File: src/rtl/tim_cfg_pkg.sv
// +--------------------------------------------------------------------------+
// | tim_cfg_pkg : register offsets, FSM states and op decoding for tim_cfg_seq |
// | Rev 1.0                                                                   |
// +--------------------------------------------------------------------------+
`default_nettype none

package tim_cfg_pkg;

  localparam logic [7:0] T1_LOAD = 8'h00;
  localparam logic [7:0] T1_CTRL = 8'h08;
  localparam logic [7:0] T2_LOAD = 8'h14;
  localparam logic [7:0] T2_CTRL = 8'h1C;

  typedef enum logic [2:0] {
    IDLE      = 3'd0,
    SETUP     = 3'd1,
    ACCESS    = 3'd2,
    GAP       = 3'd3,
    RB_SETUP  = 3'd4,
    RB_ACCESS = 3'd5,
    FIN       = 3'd6
  } state_e;

  typedef enum logic {
    REG_LOAD = 1'b0,
    REG_CTRL = 1'b1
  } reg_e;

  typedef enum logic [1:0] {
    DSEL_ZERO = 2'd0,
    DSEL_LOAD = 2'd1,
    DSEL_CTRL = 2'd2
  } dsel_e;

  typedef struct packed {
    logic  timer;   // 0 = timer 1, 1 = timer 2
    reg_e  regsel;
    dsel_e dsel;
  } op_t;

  // Ops 0..2 program timer 1, ops 3..5 timer 2: disable, load, control.
  function automatic op_t decode_op(input logic [2:0] idx);
    op_t op;
    op.timer = (idx > 3'd2);
    case (idx)
      3'd1, 3'd4: begin op.regsel = REG_LOAD; op.dsel = DSEL_LOAD; end
      3'd2, 3'd5: begin op.regsel = REG_CTRL; op.dsel = DSEL_CTRL; end
      default:    begin op.regsel = REG_CTRL; op.dsel = DSEL_ZERO; end
    endcase
    return op;
  endfunction

  function automatic logic [7:0] op_offset(input op_t op);
    case ({op.timer, op.regsel})
      {1'b0, REG_LOAD}: return T1_LOAD;
      {1'b0, REG_CTRL}: return T1_CTRL;
      {1'b1, REG_LOAD}: return T2_LOAD;
      default:          return T2_CTRL;
    endcase
  endfunction

  function automatic logic [31:0] op_data(input op_t op, input logic [31:0] l1,
                                          input logic [31:0] l2, input logic [2:0] c1,
                                          input logic [2:0] c2);
    case (op.dsel)
      DSEL_LOAD: return op.timer ? l2 : l1;
      DSEL_CTRL: return {29'd0, (op.timer ? c2 : c1)};
      default:   return 32'd0;
    endcase
  endfunction

  function automatic logic [2:0] first_op(input logic [1:0] sel);
    return sel[0] ? 3'd0 : 3'd3;
  endfunction

  function automatic logic op_is_last(input logic [2:0] idx, input logic [1:0] sel);
    return (idx == 3'd5) || (idx == 3'd2 && !sel[1]);
  endfunction

endpackage

`default_nettype wire

File: src/rtl/tim_cfg_seq_if.sv
// +--------------------------------------------------------------------------+
// | tim_cfg_seq_if : APB bus between the sequencer and the timer slave        |
// | Rev 1.0                                                                   |
// +--------------------------------------------------------------------------+
`default_nettype none

interface tim_cfg_seq_if #(
  parameter int ADDR_W = 8
);
  logic              psel;
  logic              penable;
  logic              pwrite;
  logic [ADDR_W-1:0] paddr;
  logic [31:0]       pwdata;
  logic [31:0]       prdata;

  modport master (output psel, penable, pwrite, paddr, pwdata, input prdata);
  modport slave  (input psel, penable, pwrite, paddr, pwdata, output prdata);
endinterface

`default_nettype wire

File: src/rtl/tim_cfg_apb_if.sv
// +--------------------------------------------------------------------------+
// | tim_cfg_apb_if : single-transfer APB master, req/ack, no wait states      |
// | Rev 1.0                                                                   |
// +--------------------------------------------------------------------------+
`default_nettype none

module tim_cfg_apb_if #(
  parameter int ADDR_W = 8
) (
  input  wire logic              pclk,
  input  wire logic              presetn,
  input  wire logic              req,
  input  wire logic              write,
  input  wire logic [ADDR_W-1:0] addr,
  input  wire logic [31:0]       wdata,
  output logic                   ack,
  output logic [31:0]            rdata,
  tim_cfg_seq_if.master          apb
);

  // A new request is taken while idle or in the ACCESS cycle, so transfers can abut.
  always_ff @(posedge pclk or negedge presetn) begin
    if (!presetn) begin
      apb.psel    <= 1'b0;
      apb.penable <= 1'b0;
      apb.pwrite  <= 1'b0;
      apb.paddr   <= '0;
      apb.pwdata  <= '0;
    end else if (req && (!apb.psel || apb.penable)) begin
      apb.psel    <= 1'b1;
      apb.penable <= 1'b0;
      apb.pwrite  <= write;
      apb.paddr   <= addr;
      apb.pwdata  <= wdata;
    end else if (apb.psel && !apb.penable) begin
      apb.penable <= 1'b1;
    end else begin
      apb.psel    <= 1'b0;
      apb.penable <= 1'b0;
    end
  end

  assign ack   = apb.penable;
  assign rdata = apb.prdata;

endmodule

`default_nettype wire

File: src/rtl/tim_cfg_seq.sv
// +--------------------------------------------------------------------------+
// | tim_cfg_seq : APB write sequencer programming the dual-timer peripheral   |
// | Optional readback check: TIM_CFG_SEQ_READBACK_EN.   Rev 1.0               |
// +--------------------------------------------------------------------------+
`default_nettype none

module tim_cfg_seq
  import tim_cfg_pkg::*;
#(
  parameter int ADDR_W  = 8,
  parameter int GAP_CYC = 0
) (
  input  wire logic        pclk,
  input  wire logic        presetn,
  input  wire logic        start,
  input  wire logic [1:0]  tim_sel,
  input  wire logic [31:0] load1,
  input  wire logic [31:0] load2,
  input  wire logic [2:0]  ctrl1,
  input  wire logic [2:0]  ctrl2,
  output logic             busy,
  output logic             done,
  output logic             err,
  tim_cfg_seq_if.master    apb
);

`ifdef TIM_CFG_SEQ_READBACK_EN
  localparam bit RB_EN = 1'b1;
`else
  localparam bit RB_EN = 1'b0;
`endif

  state_e      r_state;
  logic [2:0]  r_op;
  logic        r_rd;
  logic [3:0]  r_gap_cnt;
  logic [1:0]  r_sel;
  logic [31:0] r_load1, r_load2;
  logic [2:0]  r_ctrl1, r_ctrl2;
  logic        r_busy, r_done, r_err;

  logic              w_req, w_req_rd, w_ack;
  logic [2:0]        w_req_op;
  logic [ADDR_W-1:0] w_addr;
  logic [31:0]       w_wdata, w_rdata, w_cur_data;
  logic              w_rb_bad, w_cont_last, w_cont_rd;
  logic [2:0]        w_cont_op;
  op_t               w_cur, w_req_dec;

  assign w_cur      = decode_op(r_op);
  assign w_cur_data = op_data(w_cur, r_load1, r_load2, r_ctrl1, r_ctrl2);
  assign w_rb_bad   = (w_cur.regsel == REG_CTRL) ? (w_rdata[2:0] != w_cur_data[2:0])
                                                 : (w_rdata != w_cur_data);

  // What follows the transfer now in ACCESS/RB_ACCESS.
  always_comb begin
    w_cont_rd   = 1'b0;
    w_cont_op   = r_op + 3'd1;
    w_cont_last = op_is_last(r_op, r_sel);
    if (r_state == ACCESS && RB_EN && w_cur.dsel != DSEL_ZERO) begin
      w_cont_rd   = 1'b1;
      w_cont_op   = r_op;
      w_cont_last = 1'b0;
    end else if (r_state == RB_ACCESS && w_rb_bad) begin
      w_cont_last = 1'b1;
    end
  end

  // The request is raised one cycle ahead so SETUP lands in the next state.
  always_comb begin
    w_req    = 1'b0;
    w_req_op = w_cont_op;
    w_req_rd = w_cont_rd;
    case (r_state)
      IDLE: if (start && tim_sel != 2'b00) begin
        w_req    = 1'b1;
        w_req_op = first_op(tim_sel);
        w_req_rd = 1'b0;
      end
      ACCESS, RB_ACCESS: w_req = w_ack && !w_cont_last && (GAP_CYC == 0);
      GAP: if (r_gap_cnt == 4'(GAP_CYC - 1)) begin
        w_req    = 1'b1;
        w_req_op = r_op;
        w_req_rd = r_rd;
      end
      default: ;
    endcase
  end

  assign w_req_dec = decode_op(w_req_op);
  assign w_addr    = ADDR_W'(op_offset(w_req_dec));
  assign w_wdata   = op_data(w_req_dec, r_load1, r_load2, r_ctrl1, r_ctrl2);

  tim_cfg_apb_if #(.ADDR_W(ADDR_W)) u_apb (
    .pclk    (pclk),
    .presetn (presetn),
    .req     (w_req),
    .write   (!w_req_rd),
    .addr    (w_addr),
    .wdata   (w_wdata),
    .ack     (w_ack),
    .rdata   (w_rdata),
    .apb     (apb)
  );

  always_ff @(posedge pclk or negedge presetn) begin
    if (!presetn) begin
      r_state   <= IDLE;
      r_op      <= 3'd0;
      r_rd      <= 1'b0;
      r_gap_cnt <= 4'd0;
      r_sel     <= 2'b00;
      r_load1   <= 32'd0;
      r_load2   <= 32'd0;
      r_ctrl1   <= 3'd0;
      r_ctrl2   <= 3'd0;
      r_busy    <= 1'b0;
      r_done    <= 1'b0;
      r_err     <= 1'b0;
    end else begin
      r_done <= 1'b0;
      case (r_state)
        IDLE: if (start) begin
          if (tim_sel != 2'b00) begin
            r_sel   <= tim_sel;
            r_load1 <= load1;
            r_load2 <= load2;
            r_ctrl1 <= ctrl1;
            r_ctrl2 <= ctrl2;
            r_op    <= first_op(tim_sel);
            r_rd    <= 1'b0;
            r_busy  <= 1'b1;
            r_err   <= 1'b0;
            r_state <= SETUP;
          end else begin
            r_done  <= 1'b1;
            r_state <= FIN;
          end
        end
        SETUP:    r_state <= ACCESS;
        RB_SETUP: r_state <= RB_ACCESS;
        ACCESS, RB_ACCESS: if (w_ack) begin
`ifdef TIM_CFG_SEQ_READBACK_EN
          if (r_state == RB_ACCESS && w_rb_bad) r_err <= 1'b1;
`endif
          if (w_cont_last) begin
            r_done  <= 1'b1;
            r_busy  <= 1'b0;
            r_state <= FIN;
          end else begin
            r_op <= w_cont_op;
            r_rd <= w_cont_rd;
            if (GAP_CYC == 0) begin
              r_state <= w_cont_rd ? RB_SETUP : SETUP;
            end else begin
              r_gap_cnt <= 4'd0;
              r_state   <= GAP;
            end
          end
        end
        GAP: begin
          if (r_gap_cnt == 4'(GAP_CYC - 1)) r_state <= r_rd ? RB_SETUP : SETUP;
          else                              r_gap_cnt <= r_gap_cnt + 4'd1;
        end
        FIN:     r_state <= IDLE;
        default: r_state <= IDLE;
      endcase
    end
  end

  assign busy = r_busy;
  assign done = r_done;
  assign err  = r_err;

endmodule

`default_nettype wire

File: src/flat_wrapper.sv
// flat-port wrapper written by rule: the top's interface ports become plain ports
module tim_cfg_seq_flat import tim_cfg_pkg::*;
#(
  parameter int ADDR_W  = 8,
  parameter int GAP_CYC = 0
)
  (pclk, presetn, start, tim_sel, load1, load2, ctrl1, ctrl2, busy, done, err, apb_psel, apb_penable, apb_pwrite, apb_paddr, apb_pwdata, apb_prdata);
  tim_cfg_seq_if #(.ADDR_W(ADDR_W)) apb_i ();
  input  wire logic pclk;
  input  wire logic presetn;
  input  wire logic start;
  input  wire logic [1:0] tim_sel;
  input  wire logic [31:0] load1;
  input  wire logic [31:0] load2;
  input  wire logic [2:0] ctrl1;
  input  wire logic [2:0] ctrl2;
  output logic busy;
  output logic done;
  output logic err;
  output wire logic [$bits(apb_i.psel)-1:0] apb_psel;
  output wire logic [$bits(apb_i.penable)-1:0] apb_penable;
  output wire logic [$bits(apb_i.pwrite)-1:0] apb_pwrite;
  output wire logic [$bits(apb_i.paddr)-1:0] apb_paddr;
  output wire logic [$bits(apb_i.pwdata)-1:0] apb_pwdata;
  input wire logic [$bits(apb_i.prdata)-1:0] apb_prdata;
  assign apb_psel = apb_i.psel;
  assign apb_penable = apb_i.penable;
  assign apb_pwrite = apb_i.pwrite;
  assign apb_paddr = apb_i.paddr;
  assign apb_pwdata = apb_i.pwdata;
  assign apb_i.prdata = apb_prdata;
  tim_cfg_seq #(.ADDR_W(ADDR_W), .GAP_CYC(GAP_CYC)) u_core (.pclk(pclk), .presetn(presetn), .start(start), .tim_sel(tim_sel), .load1(load1), .load2(load2), .ctrl1(ctrl1), .ctrl2(ctrl2), .busy(busy), .done(done), .err(err), .apb(apb_i));
endmodule
File: config.mk
export PLATFORM = sky130hd
export DESIGN_NAME = tim_cfg_seq_flat
export DESIGN_NICKNAME = d
export VERILOG_FILES = /design/src/rtl/tim_cfg_pkg.sv /design/src/rtl/tim_cfg_seq_if.sv /design/src/rtl/tim_cfg_apb_if.sv /design/src/rtl/tim_cfg_seq.sv /design/src/flat_wrapper.sv
export SDC_FILE = /design/constraint.sdc
export NUM_CORES = 1
export LEC_CHECK = 0
export CAP_MARGIN = 20
export CELL_PAD_IN_SITES_DETAIL_PLACEMENT = 1
export CELL_PAD_IN_SITES_GLOBAL_PLACEMENT = 1
export CORE_ASPECT_RATIO = 1.1
export CORE_MARGIN = 2
export CORE_UTILIZATION = 37
export CTS_BUF_LIST = sky130_fd_sc_hd__clkbuf_4 sky130_fd_sc_hd__clkbuf_8 sky130_fd_sc_hd__clkbuf_16
export CTS_CLUSTER_SIZE = 16
export DETAILED_ROUTE_END_ITERATION = 10
export PLACE_DENSITY = 0.8
export RECOVER_POWER = 50
export SETUP_SLACK_MARGIN = 0.02
export SLEW_MARGIN = 10
export SYNTH_ARGS = -nofsm -noshare
export SYNTH_HDL_FRONTEND = slang
export SYNTH_HIERARCHICAL = 1
export SYNTH_SLANG_ARGS = --single-unit
File: constraint.sdc
create_clock -name pclk -period 3.8 [get_ports pclk]
set_clock_uncertainty 0.05 [all_clocks]
set_input_delay 0.76 -clock pclk [delete_from_list [all_inputs] [get_ports pclk]]
set_output_delay 0.76 -clock pclk [all_outputs]
set_load 0.005 [all_outputs]
# Word level (Yosys, flattened, before mapping)
# Index checks and enable logic that the tools add are counted.
op_classes:
  n_addsub: 2
  n_lt_le_gt_ge: 2
  eq_ne: 29
  muxes: 51
  bitwise: 1
  reduce_logical: 27
op_table:
  columns: ["operator", "count"]
  rows:
  - ["case mux 32 bit (2 select lines)", 2]
  - ["2-to-1 mux 32 bit", 2]
  - ["2-to-1 mux 3 bit", 14]
  - ["!= test 32 bit", 1]
  - ["case mux 3 bit (2 select lines)", 4]
  - ["2-to-1 mux 1 bit", 22]
  - ["== test 3 bit, second input constant", 6]
  - ["case mux 3 bit (5 select lines)", 1]
  - ["case mux 5 bit (3 select lines)", 1]
  - ["== test 3 x 2 -> 1 bit, second input constant", 4]
  - ["AND reduction 5 bit", 2]
  - ["OR reduction 2 bit", 5]
  - ["== test 3 x 1 -> 1 bit, second input constant", 3]
  - ["!= test 2 bit, second input constant", 4]
  - ["== test 2 x 1 -> 1 bit, second input constant", 3]
  - ["== test 2 bit, second input constant", 3]
  - ["> comparator 3 x 2 -> 1 bit, second input constant", 2]
  - ["logical AND 1 bit", 6]
  - ["!= test 2 x 1 -> 1 bit, second input constant", 3]
  - ["case mux 1 bit (2 select lines)", 3]
  - ["AND reduction 3 bit", 2]
  - ["logical NOT 1 bit", 5]
  - ["adder 4 x 1 -> 4 bit, second input constant", 1]
  - ["== test 4 bit, second input constant", 1]
  - ["10 further kinds", 12]
totals:
  regBits: 128
  in_bits: 107
  output_inout_bits: 46
  wordCells: 128

# Depth between registers and ports, before layout
# Gate-level depths: netlist of the first run.
logic_depth:
  word_depth: 14
  depth_mapped: 23
  depth_no_buf: 17

# By module
# Netlist of the first run, hierarchy kept.
by_module_without_submodules:
  columns: ["mod", "instances", "cells_each", "area_each_um2", "seq_area_each_um2"]
  rows:
  - ["tim_cfg_seq", 1, 651, 6033.3, 2077.0]
  - ["tim_cfg_apb_if", 1, 125, 2015.7, 1076.0]

# Worst setup path after synthesis of the first run
# Ideal clock, no wire load.
synth_path:
  kind: "flip-flop to flip-flop"
  startpoint: "reg u_core.r_op[2]"
  endpoint: "reg u_core.u_apb.apb.paddr[1]"
  setup_ns: 0.125
  arrival_ns: 3.780
  t_required_ns: 3.625
  path_slack_ns: -0.155
  stages_incl_launch_ff: 21
  synth_period_minus_slack_ns: 3.955
  cell_sequence: "dfrtp_1 > buf_2 > inv_2 > buf_2 > buf_1 > nand2_1 > nand2_1 > ha_1 > nor2b_1 > buf_2 > buf_2 > buf_1 > o211ai_1 > a2111oi_1 > nand4_1 > o21ai_4 > nand3_1 > nand2_1 > nand2_4 > buf_6 > mux2_4"
synth_via:
  elab_chain_cells: 13
synth_lines:
  columns: ["item", "line_no", "rtl"]
  rows:
  - ["start: declaration", "tim_cfg_seq.sv:34", "logic [2:0] r_op;"]
  - ["start signal: assignment", "tim_cfg_seq.sv:130", "r_op <= first_op(tim_sel);"]
  - ["start signal: assignment", "tim_cfg_seq.sv:151", "r_op <= w_cont_op;"]
  - ["== test 3 x 2 -> 1 bit, or another cell as far along", "tim_cfg_pkg.sv:45, tim_cfg_pkg.sv:77", null]
  - ["OR reduction 2 bit", "tim_cfg_pkg.sv:45", "case (idx)"]
  - ["case mux 3 bit (2 select lines)", "tim_cfg_pkg.sv:45", null]
  - ["== test 2 bit or == test 2 x 1 -> 1 bit (tied branches)", "tim_cfg_pkg.sv:65", "case (op.dsel)"]
  - ["case mux 32 bit (2 select lines)", "tim_cfg_pkg.sv:65", null]
  - ["!= test 32 bit or != test 3 bit (tied branches)", "tim_cfg_seq.sv:53, tim_cfg_seq.sv:52", null]
  - ["2-to-1 mux 1 bit", "tim_cfg_seq.sv:52", "assign w_rb_bad = (w_cur.regsel == REG_CTRL) ? (w_rdata[2:0] != w_cur_data[2:0])"]
  - ["logical AND 1 bit", "tim_cfg_seq.sv:64", "end else if (r_state == RB_ACCESS && w_rb_bad) begin"]
  - ["2-to-1 mux 1 bit (*)", "tim_cfg_seq.sv:64", null]
  - ["logical NOT 1 bit (*)", "tim_cfg_seq.sv:80", "ACCESS, RB_ACCESS: w_req = w_ack && !w_cont_last && (GAP_CYC == 0);"]
  - ["logical AND 1 bit (*)", "tim_cfg_seq.sv:80", null]
  - ["case mux 1 bit (3 select lines) (*)", "tim_cfg_seq.sv:74", "case (r_state)"]
  - ["via u_core.w_req", "tim_cfg_seq.sv:42", "logic w_req, w_req_rd, w_ack;"]
  - ["logical AND 1 bit (*)", "tim_cfg_apb_if.sv:29", "end else if (req && (!apb.psel || apb.penable)) begin"]
  - ["end signal: assignment", "tim_cfg_apb_if.sv:33", "apb.paddr <= addr;"]
  - ["end: declaration", "tim_cfg_seq_if.sv:17", "modport master (output psel, penable, pwrite, paddr, pwdata, input prdata);"]
# Mark *: on every way through the listed nets, which the timed path passes. The rest lies on a longest branch.
# A chain may end at the register's enable or synchronous reset.

# Worst setup path after layout of the first run
layout_path:
  startpoint: "reg u_core.r_op[0]"
  endpoint: "reg u_core.u_apb.apb.pwdata[11]"
layout_via:
  elab_chain_cells: 13
layout_lines:
  columns: ["item", "line_no", "rtl"]
  rows:
  - ["== test 3 x 2 -> 1 bit, or another cell as far along", "tim_cfg_pkg.sv:45, tim_cfg_pkg.sv:77", null]
  - ["OR reduction 2 bit", "tim_cfg_pkg.sv:45", null]
  - ["case mux 3 bit (2 select lines)", "tim_cfg_pkg.sv:45", null]
  - ["== test 2 bit or == test 2 x 1 -> 1 bit (tied branches)", "tim_cfg_pkg.sv:65", null]
  - ["case mux 32 bit (2 select lines)", "tim_cfg_pkg.sv:65", null]
  - ["!= test 32 bit or != test 3 bit (tied branches)", "tim_cfg_seq.sv:53, tim_cfg_seq.sv:52", null]
  - ["2-to-1 mux 1 bit", "tim_cfg_seq.sv:52", null]
  - ["logical AND 1 bit", "tim_cfg_seq.sv:64", null]
  - ["2-to-1 mux 1 bit (*)", "tim_cfg_seq.sv:64", null]
  - ["logical NOT 1 bit (*)", "tim_cfg_seq.sv:80", null]
  - ["logical AND 1 bit (*)", "tim_cfg_seq.sv:80", null]
  - ["case mux 1 bit (3 select lines) (*)", "tim_cfg_seq.sv:74", null]
  - ["via u_core.w_req", "tim_cfg_seq.sv:42", null]
  - ["logical AND 1 bit (*)", "tim_cfg_apb_if.sv:29", null]
  - ["end signal: assignment", "tim_cfg_apb_if.sv:34", "apb.pwdata <= wdata;"]
  - ["end: declaration", "tim_cfg_seq_if.sv:17", null]
# Marks and branches as above.

==> results.cfg, run 1 <==
[pwr]
p_per_area_nw_per_um2 = 973
intPower_mw = 6.21
swShare_pct = 41.1
p_switching_mw = 4.34
peakVddDrop_mv = 0.474
p_leak_nw = 4.48
p_comb_share_pct = 57.7
clockPowerShare_pct = 16.1
p_seq_share_pct = 26.2

[timing]
period_share_pct = 101
rsz0062_at_grt = yes
hold_viol_final = 0
slew_violations = 59
min_period_ns = 3.84
finalWorstSetupSlack_ns = -0.0380
hold_ws_ns = 0.456
setup_violations = 38
worstMarginPinSlew_ns = 2.80
max_freq_mhz = 261
relSlewSlack_pct = -86.8

[yosys]
ys_warn_count = 6
synth.area.mux_share_pct = 21.9
async_reset_ff_share_pct = 100
synth_flop_cell = dfrtp_1
syn_area_sq_um = 8050
synth_top_family_by_area = multiplexers
seq_area_frac_synth_pct = 39.2
synthXorXnorAreaFrac_pct = 1.63
synthSimpleGateAreaFrac_pct = 15.1
synthCells = 776
ys_types = 80
synthAdderAreaFrac_pct = 1.87
synth_edf_count = 0
ys_ff_latch = 126
synth-compound-area-share_pct = 13.0
syn_area_per_cell_sq_um = 10.4

[critical_path]
reg2reg_from = u_core/r_op[0]$_DFFE_PN0P_
crit_fanout = 21
cp-start-kind = flip-flop
reg2reg_to = u_core/u_apb/apb.pwdata[11]$_DFFE_PN0P_
crit_arrival_ns = 4.10
endpoint_kind = flip-flop
critPathKind = flip-flop to flip-flop
cp.required_ns = 4.06
r2r_setup_slack_ns = -0.04
worstRegToRegCells = 16

[layout]
drive_gt1_share_pct = 26.2
antennaDiodeCount = 0
nNetsFinal = 1046
area_growth_pct = 34.8

[hold_path]
hold_path_class = flip-flop to flip-flop
min_to = u_core/r_gap_cnt[3]$_DFFE_PN0P_
whs_path_depth = 1
hold_path_startpoint = u_core/r_gap_cnt[3]$_DFFE_PN0P_

[cts]
htree_num_levels = 4
cts_tree = yes
root_buffer = clkbuf_16
path_clk_slew_ns = 0.06
clock_latency_ns = 0.43
clockBufferDepth = 2
cts_num_sinks = 126
numCtsBuffers = 17

[placement]
io_buffers = 151
dpl.hpwl_mm = 17.9
gp_congestion = 0.862
pre_cts_ws_ns = -0.0785

[global_route]
grt_max_degree = 69
grtUsageTotal_pct = 22.5
antenna_found_initial = 1
grt_pass1_wl_mm = 39.7
grt.overflow.total = 0
grt_pass1_vias = 7289

[flow_run]
max_cap_viol_count = 1

[run_status]
status = finished, violations left
violations = capacitance limit, slew limit, setup timing

[drt]
wl_per_cell_um = 21.4
via_count = 6823
drt.antenna.violating_nets = 0
drcViolationCount = 0
drtIter0Drc = 379
finalWirelength_mm = 26.4
viasPerCell = 5.55
first_pass_iters = 4

[floorplan]
die_area_sq_um = 23000
die_w_um = 145
die_h_um = 159
io_pins = 153
std_cell_rows = 56
initial_core_util_pct = 37.7
core_area_sq_um = 21400
==> layout by cell type (no fill, tap or decap), types with 6 or more instances in the layout <==
| cell | n |
|---|---|
| buf_4 | 45 |
| a21oi_1 | 21 |
| mux2_2 | 75 |
| a31oi_1 | 10 |
| o21ai_0 | 32 |
| dfrtp_1 | 125 |
| or3_1 | 7 |
| mux2i_1 | 31 |
| nand3_1 | 21 |
| buf_12 | 7 |
| ha_4 | 6 |
| nor2_1 | 55 |
| conb_1 | 7 |
| clkbuf_16 | 19 |
| clkdlybuf4s50_1 | 150 |
| o211ai_1 | 6 |
| nand2_1 | 36 |
| mux2_4 | 40 |
| and3_1 | 6 |
| nor4b_1 | 9 |
| o2111ai_1 | 7 |
| nor3_1 | 6 |
| inv_1 | 16 |
| nor3b_1 | 6 |
| clkbuf_8 | 6 |
| nor2b_1 | 11 |
| nand2b_1 | 17 |
| xnor2_1 | 12 |
| ha_1 | 6 |
| nand4_1 | 8 |
| nand3b_1 | 9 |
==> worst max path at each step <==
stage,start,endpoint,cells past startpoint
2_1_floorplan,u_core/r_op[2]$_DFFE_PN0P_,u_core/u_apb/apb.paddr[1]$_DFFE_PN0P_,21
3_3_place_gp,tim_sel[1],u_core/u_apb/apb.pwdata[18]$_DFFE_PN0P_,15
3_5_place_dp,u_core/r_op[1]$_DFFE_PN0P_,u_core/u_apb/apb.pwdata[8]$_DFFE_PN0P_,16
4_1_cts,u_core/r_op[0]$_DFFE_PN0P_,u_core/u_apb/apb.pwdata[13]$_DFFE_PN0P_,17
5_1_grt,u_core/r_op[1]$_DFFE_PN0P_,u_core/u_apb/apb.pwdata[18]$_DFFE_PN0P_,19
6_report,u_core/r_op[0]$_DFFE_PN0P_,u_core/u_apb/apb.pwdata[11]$_DFFE_PN0P_,16
==> metrics by stage <==
step	area [sq um]	power, mW	util [%]	cells	TNS (ns)
5_1_grt	10900	11.1	50.8	1230	-7.53
3_5_place_dp	9880	8.29	46.2	1186	-2.47
3_3_place_gp	9880	8.07	46.2	1186	0
4_1_cts	10600	10.2	49.4	1219	0
2_1_floorplan	8080	6.21	-	781	0
6_report	10900	10.6	50.8	1230	-0.632
==> power by group through the flow <==
stage / registers, mW / logic [mW] / clock network (mW)
after floorplan: 2.48 / 3.73 / 0
after global placement: 2.72 / 5.35 / 0
after detailed placement: 2.75 / 5.54 / 0
after CTS: 2.74 / 5.68 / 1.73
after global routing: 2.87 / 6.49 / 1.78
final: 2.77 / 6.09 / 1.70
==> critical path, cell delays in order, from the launching register on <==
cell and delay (ns):
dfrtp_2 0.47, inv_4 0.11, ha_4 0.16, buf_4 0.11, and2b_4 0.22, buf_6 0.18, nor4b_2 0.28, o21ai_1 0.12
a211o_1 0.34, a2111oi_4 0.34, nand4_1 0.21, o21ai_4 0.22, nand3_2 0.15, nand2_4 0.14, nand2_8 0.11, clkbuf_16 0.20
mux2_4 0.30
==> cells in the mapped netlist, types with 12 or more instances <==
| master | count | area [sq um] |
|---|---|---|
| a21oi_1 | 21 | 105 |
| buf_2 | 15 | 75.1 |
| buf_4 | 37 | 278 |
| clkbuf_1 | 17 | 63.8 |
| dfrtp_1 | 126 | 3150 |
| ha_1 | 12 | 150 |
| inv_1 | 20 | 75.1 |
| mux2_2 | 75 | 845 |
| mux2_4 | 40 | 601 |
| mux2i_1 | 32 | 320 |
| nand2_1 | 40 | 150 |
| nand2b_1 | 18 | 113 |
| nand3_1 | 23 | 115 |
| nor2_1 | 55 | 206 |
| nor2b_1 | 12 | 75.1 |
| o21ai_0 | 32 | 160 |
| xnor2_1 | 12 | 105 |
==> final cells by class <==
| cell class | count | area (sq um) |
|---|---|---|
| Fill cell | 2308 | 10500 |
| Inverter | 21 | 81.3 |
| Clock buffer | 23 | 508 |
| Sequential cell | 126 | 3150 |
| Tap cell | 290 | 363 |
| Clock inverter | 9 | 106 |
| Multi-Input combinational cell | 553 | 4570 |
| Timing Repair Buffer | 208 | 2070 |
==> repair_timing <==
item                       in CTS  in global routing
setup endpoints to repair      40                 41
setup buffers                   1                  9
pin swaps                       2                 11
hold buffers                    0                  0
resized for setup               8                 38
cloned                          0                  2
==> per-layer routing <==
metal	track usage [%]	vias up	wire, um
met2	38.1	163	13300
li1	-	3105	-
met1	28.7	3520	11400
met3	4.54	35	1150
met5	0	-	0
met4	7.35	0	481
==> cells by family after synthesis <==
family	after synthesis
DFF	126
adders and majority gates	12
buffers and inverters	102
and+or+nand+nor	224
other	2
AOI/OAI and AO/OA	148
muxes	147
xor gates and xnor gates	15
==> sequential cells by signal, summed over array words and instances, names as in the netlist <==
signal / flops
u_core/r_gap_cnt: 4
u_core/r_load2: 32
u_core/r_state: 3
u_core/u_apb/ack: 1
u_core/r_op: 3
u_core/busy: 1
u_core/r_ctrl1: 3
u_core/u_apb/apb.pwdata: 32
u_core/u_apb/apb.pwrite: 1
u_core/r_ctrl2: 3
u_core/done: 1
u_core/r_sel: 1
u_core/u_apb/apb.psel: 1
u_core/r_load1: 32
u_core/u_apb/apb.paddr: 8
Power figures use the tool's default switching activity.
==> run 2, diff against run 1 <==
CORE_ASPECT_RATIO = unset   (was 1.1)
==> run 2 against run 1 <==
Against the previous run: routed wire length up 7.8%; register-to-register slack worse by 0.12 ns; sequential share of layout area down 0.64 points; critical endpoint is now u_core/u_apb/apb.pwdata[30]$_DFFE_PN0P_; critical path depth up 2; non-clock buffer count up 14; fmax down 3.1%; the flow finishes with violations (setup timing).
==> results.cfg, run 2 (synthesis results as in run 1) <==
[pwr]
swShare_pct = 41.0
p_switching_mw = 4.57
p_seq_share_pct = 25.1
intPower_mw = 6.56
p_comb_share_pct = 57.4
clockPowerShare_pct = 17.5
peakVddDrop_mv = 0.472
p_leak_nw = 4.63
p_per_area_nw_per_um2 = 1000

[critical_path]
crit_fanout = 7
endpoint_kind = flip-flop
path_buf_inv = 4
crit_path_max_incr_delay_ns = 0.44
critPathKind = flip-flop to flip-flop
worstPathCellList = inv_4, ha_4, mux2i_2, buf_4, ha_4, nor2b_4, buf_6, o2111ai_1, o2111ai_2, nand3_2, a2111oi_4, nand4_1, o21ai_4, nand3_2, nand2_4, nand2_8, clkbuf_16, mux2_4
crit_arrival_ns = 4.22
cp.required_ns = 4.06
slowest_stage = dfrtp_2
cp-start-kind = flip-flop
critical-path-top-delay-family = simple AND/OR/NAND/NOR gates

[layout]
layout_top_registers = u_core/r_load1 (32), u_core/r_load2 (32), u_core/u_apb/apb.pwdata (32)
multiInputGateArea_sq_um = 4630
fillers = 2194
mostFrequentLayoutCell = clkdlybuf4s50_1
seq_area_sq_um = 3150
nNetsFinal = 1060
layout_common_cells = 150 x clkdlybuf4s50_1, 125 x dfrtp_1, 75 x mux2_2
drive_gt1_share_pct = 28.1
area_growth_pct = 37.8

[drt]
viasPerCell = 5.69
finalWirelength_mm = 28.4
drtIter0Drc = 346
drt.antenna.violating_nets = 0
via_count = 6997
drcViolationCount = 0
first_pass_iters = 7
wl_per_cell_um = 23.1

[floorplan]
std_cell_rows = 53
die_area_sq_um = 22900
io_pins = 153
initial_core_util_pct = 38.0
die_w_um = 151
die_h_um = 151
core_area_sq_um = 21200

[timing]
rsz0062_at_grt = yes
max_freq_mhz = 253
relSlewSlack_pct = 44.3
worstMarginPinSlew_ns = 0.835
period_share_pct = 104
min_period_ns = 3.96
slew_violations = 0
finalWorstSetupSlack_ns = -0.160
hold_ws_ns = 0.357
hold_viol_final = 0
setup_violations = 40

[placement]
gp_congestion = 0.886
dpl.hpwl_mm = 18.1
pre_cts_ws_ns = -0.120
io_buffers = 151

[global_route]
antenna_found_initial = 1
grt_pass1_wl_mm = 40.4
grt_max_degree = 89
grtUsageTotal_pct = 23.2
grt_pass1_vias = 7187
grt.overflow.total = 0

[cts]
clock_latency_ns = 0.43
path_clk_slew_ns = 0.06
htree_num_levels = 4
clockBufferDepth = 2
numCtsBuffers = 17
cts_num_sinks = 126
cts_tree = yes
root_buffer = clkbuf_16
cts_hold_buf = 0

[run_status]
violations = setup timing
status = finished, violations left

[flow_run]
max_cap_viol_count = 0

[hold_path]
hold_path_class = primary input to asynchronous set/reset pin
run 2: per-stage QoR:
stage | power [mW] | utilization [%] | area (sq um) | setup TNS (ns) | std cells
6_report | 11.1 | 52.4 | 11100 | -5.67 | 1230
4_1_cts | 10.5 | 50.5 | 10700 | 0 | 1215
3_5_place_dp | 8.30 | 46.8 | 9890 | -3.99 | 1179
5_1_grt | 11.7 | 52.4 | 11100 | -10.71 | 1229
3_3_place_gp | 8.10 | 46.8 | 9890 | 0 | 1179
2_1_floorplan | 6.21 | - | 8080 | 0 | 781
run 2: worst paths after layout:
| check | from | endpoint | slack (ns) | cells after the start |
|---|---|---|---|---|
| worst min register to register | u_core/r_gap_cnt[3]$_DFFE_PN0P_ | u_core/r_gap_cnt[3]$_DFFE_PN0P_ | 0.46 | 1 |
| max in group asynchronous | presetn | u_core/busy$_DFFE_PN0P_ | 2.49 | 2 |
| worst min-delay path | presetn | u_core/u_apb/apb.pwdata[26]$_DFFE_PN0P_ | 0.36 | 1 |
| min in group pclk | u_core/r_gap_cnt[3]$_DFFE_PN0P_ | u_core/r_gap_cnt[3]$_DFFE_PN0P_ | 0.46 | 1 |
| worst max register to register | u_core/r_op[0]$_DFFE_PN0P_ | u_core/u_apb/apb.pwdata[30]$_DFFE_PN0P_ | -0.16 | 18 |
| worst max-delay path | u_core/r_op[0]$_DFFE_PN0P_ | u_core/u_apb/apb.pwdata[30]$_DFFE_PN0P_ | -0.16 | 18 |
run 2: layout make-up:
| type | count | area share, % |
|---|---|---|
| diodes | 1 | 0.0226 |
| clock buffers | 20 | 4.15 |
| clock inverters | 12 | 2.09 |
| inverters | 21 | 0.778 |
| multi-input cells | 553 | 41.7 |
| flip-flops and latches | 126 | 28.4 |
| well taps | 275 | 3.10 |
| repair buffers | 222 | 19.7 |
run 2: timing repair:
item                                   4_1_cts  5_1_grt
endpoints found under the hold margin        0        0
pin swaps                                    6       13
resized for setup                           13       51
cloned                                       0        5
setup endpoints to repair                   41       48
setup buffers                                4        9
run 2: per-layer routing:
layer / part of all wire [%] / up-vias / global-route usage, %
met5: 0 / - / 0
met1: 42 / 3577 / 29.8
met4: 2.7 / 0 / 7.31
met3: 5.4 / 52 / 4.43
met2: 50 / 238 / 39.8
li1: - / 3130 / -
run 2: worst register-to-register path, delay by kind of cell (launching register included):
kind,cells,cell delay [ns]
AO/OA/AOI/OAI,4,0.92
adder cells (fa/ha/maj),2,0.38
buffers and inverters,4,0.60
flip-flops,1,0.44
multiplexers,2,0.46
AND/OR/NAND/NOR,6,0.98
run 2: power groups by stage:
stage,Clock [mW],Sequential [mW],Combinational [mW]
2_1_floorplan,0,2.48,3.73
3_3_place_gp,0,2.72,5.38
3_5_place_dp,0,2.75,5.55
4_1_cts,1.98,2.75,5.74
5_1_grt,2.04,2.88,6.82
6_report,1.95,2.80,6.39
